## config.mk

```make
export PLATFORM = sky130hd
export DESIGN_NAME = pulse_evt_capture
export DESIGN_NICKNAME = d
export VERILOG_FILES = /design/src/rtl/pec_pkg.sv /design/src/rtl/pec_fifo.sv /design/src/rtl/pulse_evt_capture.sv
export SDC_FILE = /design/constraint.sdc
export NUM_CORES = 1
export LEC_CHECK = 0
export CELL_PAD_IN_SITES_DETAIL_PLACEMENT = 1
export CELL_PAD_IN_SITES_GLOBAL_PLACEMENT = 2
export CORE_MARGIN = 3
export CORE_UTILIZATION = 42
export DETAILED_ROUTE_END_ITERATION = 10
export GPL_TIMING_DRIVEN = 0
export PLACE_DENSITY_LB_ADDON = 0.1
export SLEW_MARGIN = 15
export SYNTH_ARGS = -nofsm -noshare
export SYNTH_HDL_FRONTEND = slang
export SYNTH_SLANG_ARGS = --single-unit
export TNS_END_PERCENT = 10
```

## constraint.sdc

```tcl
create_clock -name clk2 -period 3.1 [get_ports clk2]
set_clock_uncertainty 0.05 [all_clocks]
set_input_delay 0.62 -clock clk2 [delete_from_list [all_inputs] [get_ports clk2]]
set_output_delay 0.62 -clock clk2 [all_outputs]
set_load 0.005 [all_outputs]
```

## src/rtl/pec_pkg.sv

```systemverilog
// Shared constants and helpers for the pulse event capture block.
package pec_pkg;

    localparam int TS_W_DEF   = 16;
    localparam int DEPTH_DEF  = 4;
    localparam int DROP_W_DEF = 8;

    // Occupancy needs one extra bit so that "full" (== DEPTH) is representable.
    function automatic int lvl_w(input int depth);
        return $clog2(depth) + 1;
    endfunction

endpackage

```

## src/rtl/pec_fifo.sv

```systemverilog
// First-word-fall-through event store; rdata always shows the oldest entry.
// A push is taken when not full, or when full with a pop in the same cycle.
module pec_fifo
    import pec_pkg::*;
#(
    parameter int W     = TS_W_DEF,
    parameter int DEPTH = DEPTH_DEF
) (
    input  logic                       clk2,
    input  logic                       rst_n,
    input  logic                       push,
    input  logic [W-1:0]               wdata,
    input  logic                       pop,
    output logic [W-1:0]               rdata,
    output logic                       full,
    output logic                       empty,
    output logic [lvl_w(DEPTH)-1:0]    level
);

    localparam int PW = $clog2(DEPTH);
    localparam int LW = lvl_w(DEPTH);

    logic [W-1:0]  mem [DEPTH];
    logic [PW-1:0] wr_ptr;
    logic [PW-1:0] rd_ptr;
    logic [LW-1:0] count;
    logic          do_push;
    logic          do_pop;

    assign full    = (count == LW'(DEPTH));
    assign empty   = (count == '0);
    assign do_pop  = pop && !empty;
    assign do_push = push && (!full || do_pop);

    assign rdata = mem[rd_ptr];
    assign level = count;

    // Pointers are exactly PW bits wide, so DEPTH being a power of two gives modulo wrap.
    always_ff @(posedge clk2 or negedge rst_n) begin
        if (!rst_n) begin
            wr_ptr <= '0;
            rd_ptr <= '0;
            count  <= '0;
            for (int i = 0; i < DEPTH; i++) begin
                mem[i] <= '0;
            end
        end else begin
            if (do_push) begin
                mem[wr_ptr] <= wdata;
                wr_ptr      <= wr_ptr + 1'b1;
            end
            if (do_pop) begin
                rd_ptr <= rd_ptr + 1'b1;
            end
            case ({do_push, do_pop})
                2'b10:   count <= count + 1'b1;
                2'b01:   count <= count - 1'b1;
                default: count <= count;
            endcase
        end
    end

endmodule

```

## src/rtl/pulse_evt_capture.sv

```systemverilog
// Timestamps rising edges of sync_in into a small FIFO and accounts for drops.
// Optional glitch filter on the input: define PEC_GLITCH_FILTER_EN.
module pulse_evt_capture
    import pec_pkg::*;
#(
    parameter int TS_W   = TS_W_DEF,
    parameter int DEPTH  = DEPTH_DEF,
    parameter int DROP_W = DROP_W_DEF
) (
    input  logic                     clk2,
    input  logic                     rst_n,
    input  logic                     sync_in,
    input  logic                     evt_ready,
    input  logic                     ovf_clr,
    output logic                     evt_valid,
    output logic [TS_W-1:0]          evt_ts,
    output logic                     ovf,
    output logic [DROP_W-1:0]        drop_cnt,
    output logic [lvl_w(DEPTH)-1:0]  level
);

    logic [TS_W-1:0] ts_cnt;
    logic            prev;
    logic            det_lvl;
    logic            rise;
    logic            pop;
    logic            full;
    logic            empty;
    logic            drop;

    always_ff @(posedge clk2 or negedge rst_n) begin
        if (!rst_n) begin
            ts_cnt <= '0;
        end else begin
            ts_cnt <= ts_cnt + 1'b1;
        end
    end

`ifdef PEC_GLITCH_FILTER_EN
    // The filtered level only follows sync_in once two consecutive samples agree.
    logic samp_q;

    always_ff @(posedge clk2 or negedge rst_n) begin
        if (!rst_n) begin
            samp_q <= 1'b1;
        end else begin
            samp_q <= sync_in;
        end
    end

    assign det_lvl = (sync_in == samp_q) ? sync_in : prev;
`else
    assign det_lvl = sync_in;
`endif

    // prev resets high so a level already high at reset release is not an event.
    always_ff @(posedge clk2 or negedge rst_n) begin
        if (!rst_n) begin
            prev <= 1'b1;
        end else begin
            prev <= det_lvl;
        end
    end

    assign rise = det_lvl && !prev;

    // Handshake: the head entry transfers on a cycle where evt_valid and evt_ready are
    // both high; evt_ts holds while evt_valid is high and evt_ready is low, and
    // evt_ready has no effect while evt_valid is low.
    assign evt_valid = !empty;
    assign pop       = evt_valid && evt_ready;
    assign drop      = rise && full && !pop;

    pec_fifo #(
        .W     (TS_W),
        .DEPTH (DEPTH)
    ) u_fifo (
        .clk2  (clk2),
        .rst_n (rst_n),
        .push  (rise),
        .wdata (ts_cnt),
        .pop   (pop),
        .rdata (evt_ts),
        .full  (full),
        .empty (empty),
        .level (level)
    );

    // A drop coinciding with a clear counts as the first drop after the clear.
    always_ff @(posedge clk2 or negedge rst_n) begin
        if (!rst_n) begin
            ovf      <= 1'b0;
            drop_cnt <= '0;
        end else if (drop) begin
            ovf <= 1'b1;
            if (ovf_clr) begin
                drop_cnt <= DROP_W'(1);
            end else if (!(&drop_cnt)) begin
                drop_cnt <= drop_cnt + 1'b1;
            end
        end else if (ovf_clr) begin
            ovf      <= 1'b0;
            drop_cnt <= '0;
        end
    end

endmodule

```

==> flow_summary.toml <==
[cells_and_area]
final_common_cell = "dfrtp_1"
finalNonFillerCells = 484
layout_common_cells = "96 x dfrtp_1, 63 x mux2_2, 31 x clkdlybuf4s50_1"
final_core_util_pct = 51.1
nets = 359
drive_gt1_share_pct = 33.9
design_area_mm2 = 0.00511
nFillCells = 1010
antennaDiodeCount = 0
areaGrowthSynthToFinish_pct = 15.6

[logic_synthesis]
synth.ff_latch_count = 97
synth_edf_count = 0
synth-seq-area-share_pct = 54.9
synth_nets = 316
syn_avg_cell_area_um2 = 14.6
synthCells = 303
netlist_area_mm2 = 0.00442
synth.distinct_cells = 43
synth_warnings = 0
async_reset_ff_share_pct = 100
ys.flop_type = "dfrtp_1"

[grt]
grt_usage_pct = 16.6
grt_pass1_wl_mm = 15.1
grt_overflow = 0
antenna_found_initial = 0
grt_start_max_net_pins = 57
grt_pass1_vias = 2772

[timing]
tightest_slew_ns = 0.456
rsz0062_at_grt = "false"
report.final.setup_viol = 0
fin_crit_ns = 2.93
finalMaxSlewViolations = 0
relSlewSlack_pct = 69.6
period_share_pct = 94.6
finalHoldViolCount = 0
fmax_mhz = 341

[floorplan]
core_mm2 = 0.0100
initial_core_util_pct = 44.2
die_area_mm2 = 0.0118
ios = 34
die_w_um = 109
die_h_um = 109
core.rowCount = 36

[place]
place_area_mm2 = 0.00494
place_congestion = 0.719
portBuffers = 32
dp.cells = 469
hpwl_mm = 5.84

[clock_tree]
cts-root-buf = "clkbuf_8"
htree_levels = 3
cts_buffers = 9
cts_tree = "done"
cts_setup_buffers = 0
cts_hold_buffers = 0
clk_latency_ns = 0.35
cts_buffer_depth = 2
path_clk_slew_ns = 0.10
clock_sinks = 97

[detailed_routing]
vias = 2548
viasPerCell = 5.26
wl_mm = 8.73
dr.pass1.iters = 4
drt-wirelength-per-cell_um = 18.0
antenna_left = 0
drc_errors = 0
drtIter0Drc = 81

[worst_setup_path]
worst_ep_required_time_ns = 2.43
regToRegEndpoint = "u_fifo.level[2]$_DFFE_PN0P_"
cp_max_fo = 10
ff2ff_setup_slack_ns = 0.74
startpoint_type = "flop"
r2r_cells = 9
cp-end-kind = "primary output"
worst_ep_arrival_time_ns = 2.26
crit_start = "u_fifo.rd_ptr[0]$_DFFE_PN0P_"
critPathKind = "reg2out"
rr_startpoint = "u_fifo.level[0]$_DFFE_PN0P_"

[flow_run]
drv_cap = 0

[min_path]
hold_path.class = "in2async"

[power]
p_leak_nw = 2.33
ir_worst_vdd_mv = 0.421
powerDensity_mw_per_mm2 = 671

[run_status]
outcome = "finished, final reports clean"
where the power goes:
| group | internal, W | leakage [nW] | switching [W] |
|---|---|---|---|
| clock network | 0.000294 | 0.0785 | 0.000453 |
| logic | 0.000629 | 0.987 | 0.000436 |
| registers | 0.00147 | 1.27 | 0.000150 |
| total | 0.00239 | 2.33 | 0.00104 |
worst max-delay path, cell delays in order (launching register included):
cell             delay [ns]
dfrtp_1                0.34
clkbuf_4               0.26
buf_4                  0.30
mux4_2                 0.54
clkdlybuf4s50_1        0.46
routing by layer:
metal	share of wire (%)	GRT usage (%)	vias to the layer above
met1	50	24.4	1333
met3	2.4	2.19	11
met5	0	0	-
li1	-	-	1175
met4	1.3	5.14	0
met2	46	25.7	29
sequential cells by signal, indices dropped and copies added, names as in the netlist:
name / flops
u_fifo.mem: 64
ts_cnt: 16
drop_cnt: 8
u_fifo.level: 3
u_fifo.rd_ptr: 2
u_fifo.wr_ptr: 2
ovf: 1
prev: 1
cell usage after synthesis, types with 2 or more instances:
cell      number  area (um^2)
a21oi_1        2         10.0
and3_1         5         31.3
buf_1          2         7.51
buf_2          2         10.0
buf_6          4         45.0
clkbuf_1       5         18.8
dfrtp_1       96         2400
ha_1           7         87.6
inv_1         10         37.5
mux2_2        63          709
mux2i_1        4         40.0
mux4_2        16          360
nand2_1       11         41.3
nand2_4        4         45.0
nand3_1        8         40.0
nand4_1        6         37.5
nor2_1         8         30.0
nor3_1         3         15.0
o21ai_0        4         20.0
xnor2_1       14          123
xor2_1         7         61.3
worst max-delay path by stage:
stage	end
after floorplan	u_fifo.level[2]$_DFFE_PN0P_
after global placement	u_fifo.mem[12]$_DFFE_PN0P_
after detailed placement	evt_ts[6]
after CTS	evt_ts[14]
after global routing	evt_ts[14]
final	evt_ts[14]
cell type report:
cell class / instances / area, um^2 / share of cell area [%]
Buffer: 13 / 88.8 / 1.74
Clock buffer: 10 / 128 / 2.50
Clock inverter: 6 / 45.0 / 0.881
Inverter: 10 / 37.5 / 0.734
Multi-Input combinational cell: 182 / 1870 / 36.6
Sequential cell: 97 / 2430 / 47.5
Tap cell: 133 / 166 / 3.25
Timing Repair Buffer: 33 / 349 / 6.83
through the flow:
| stage | setup TNS [ns] | worst slack, ns | power, W | hold WS, ns |
|---|---|---|---|---|
| detailed placement | 0 | 0.127 | 0.00273 | 0.438 |
| CTS | 0 | 0.0102 | 0.00349 | 0.127 |
| global route | 0 | 0.0180 | 0.00364 | 0.139 |
| global placement | -236.16 | -2.45 | 0.00270 | 0.429 |
| finish | 0 | 0.168 | 0.00343 | 0.120 |
| floorplan | 0 | 0.816 | 0.00229 | 0.274 |
cell families (layout without fill, tap and decap cells):
kind of cell,Yosys count,count (layout),synth area share [%]
compound gates,12,12,1.98
xor+xnor,21,21,4.16
fa+ha+maj,8,8,2.43
buf+inv,24,72,2.80
flops,97,97,54.9
mux,84,84,25.3
simple gates,57,57,8.37
timing repair:
action | in CTS | in global routing
cloned | 0 | 0
hold endpoints to repair | 0 | 0
resized for setup | 2 | 1
setup endpoints to repair | 9 | 9
(Power assumes the default switching activity.)
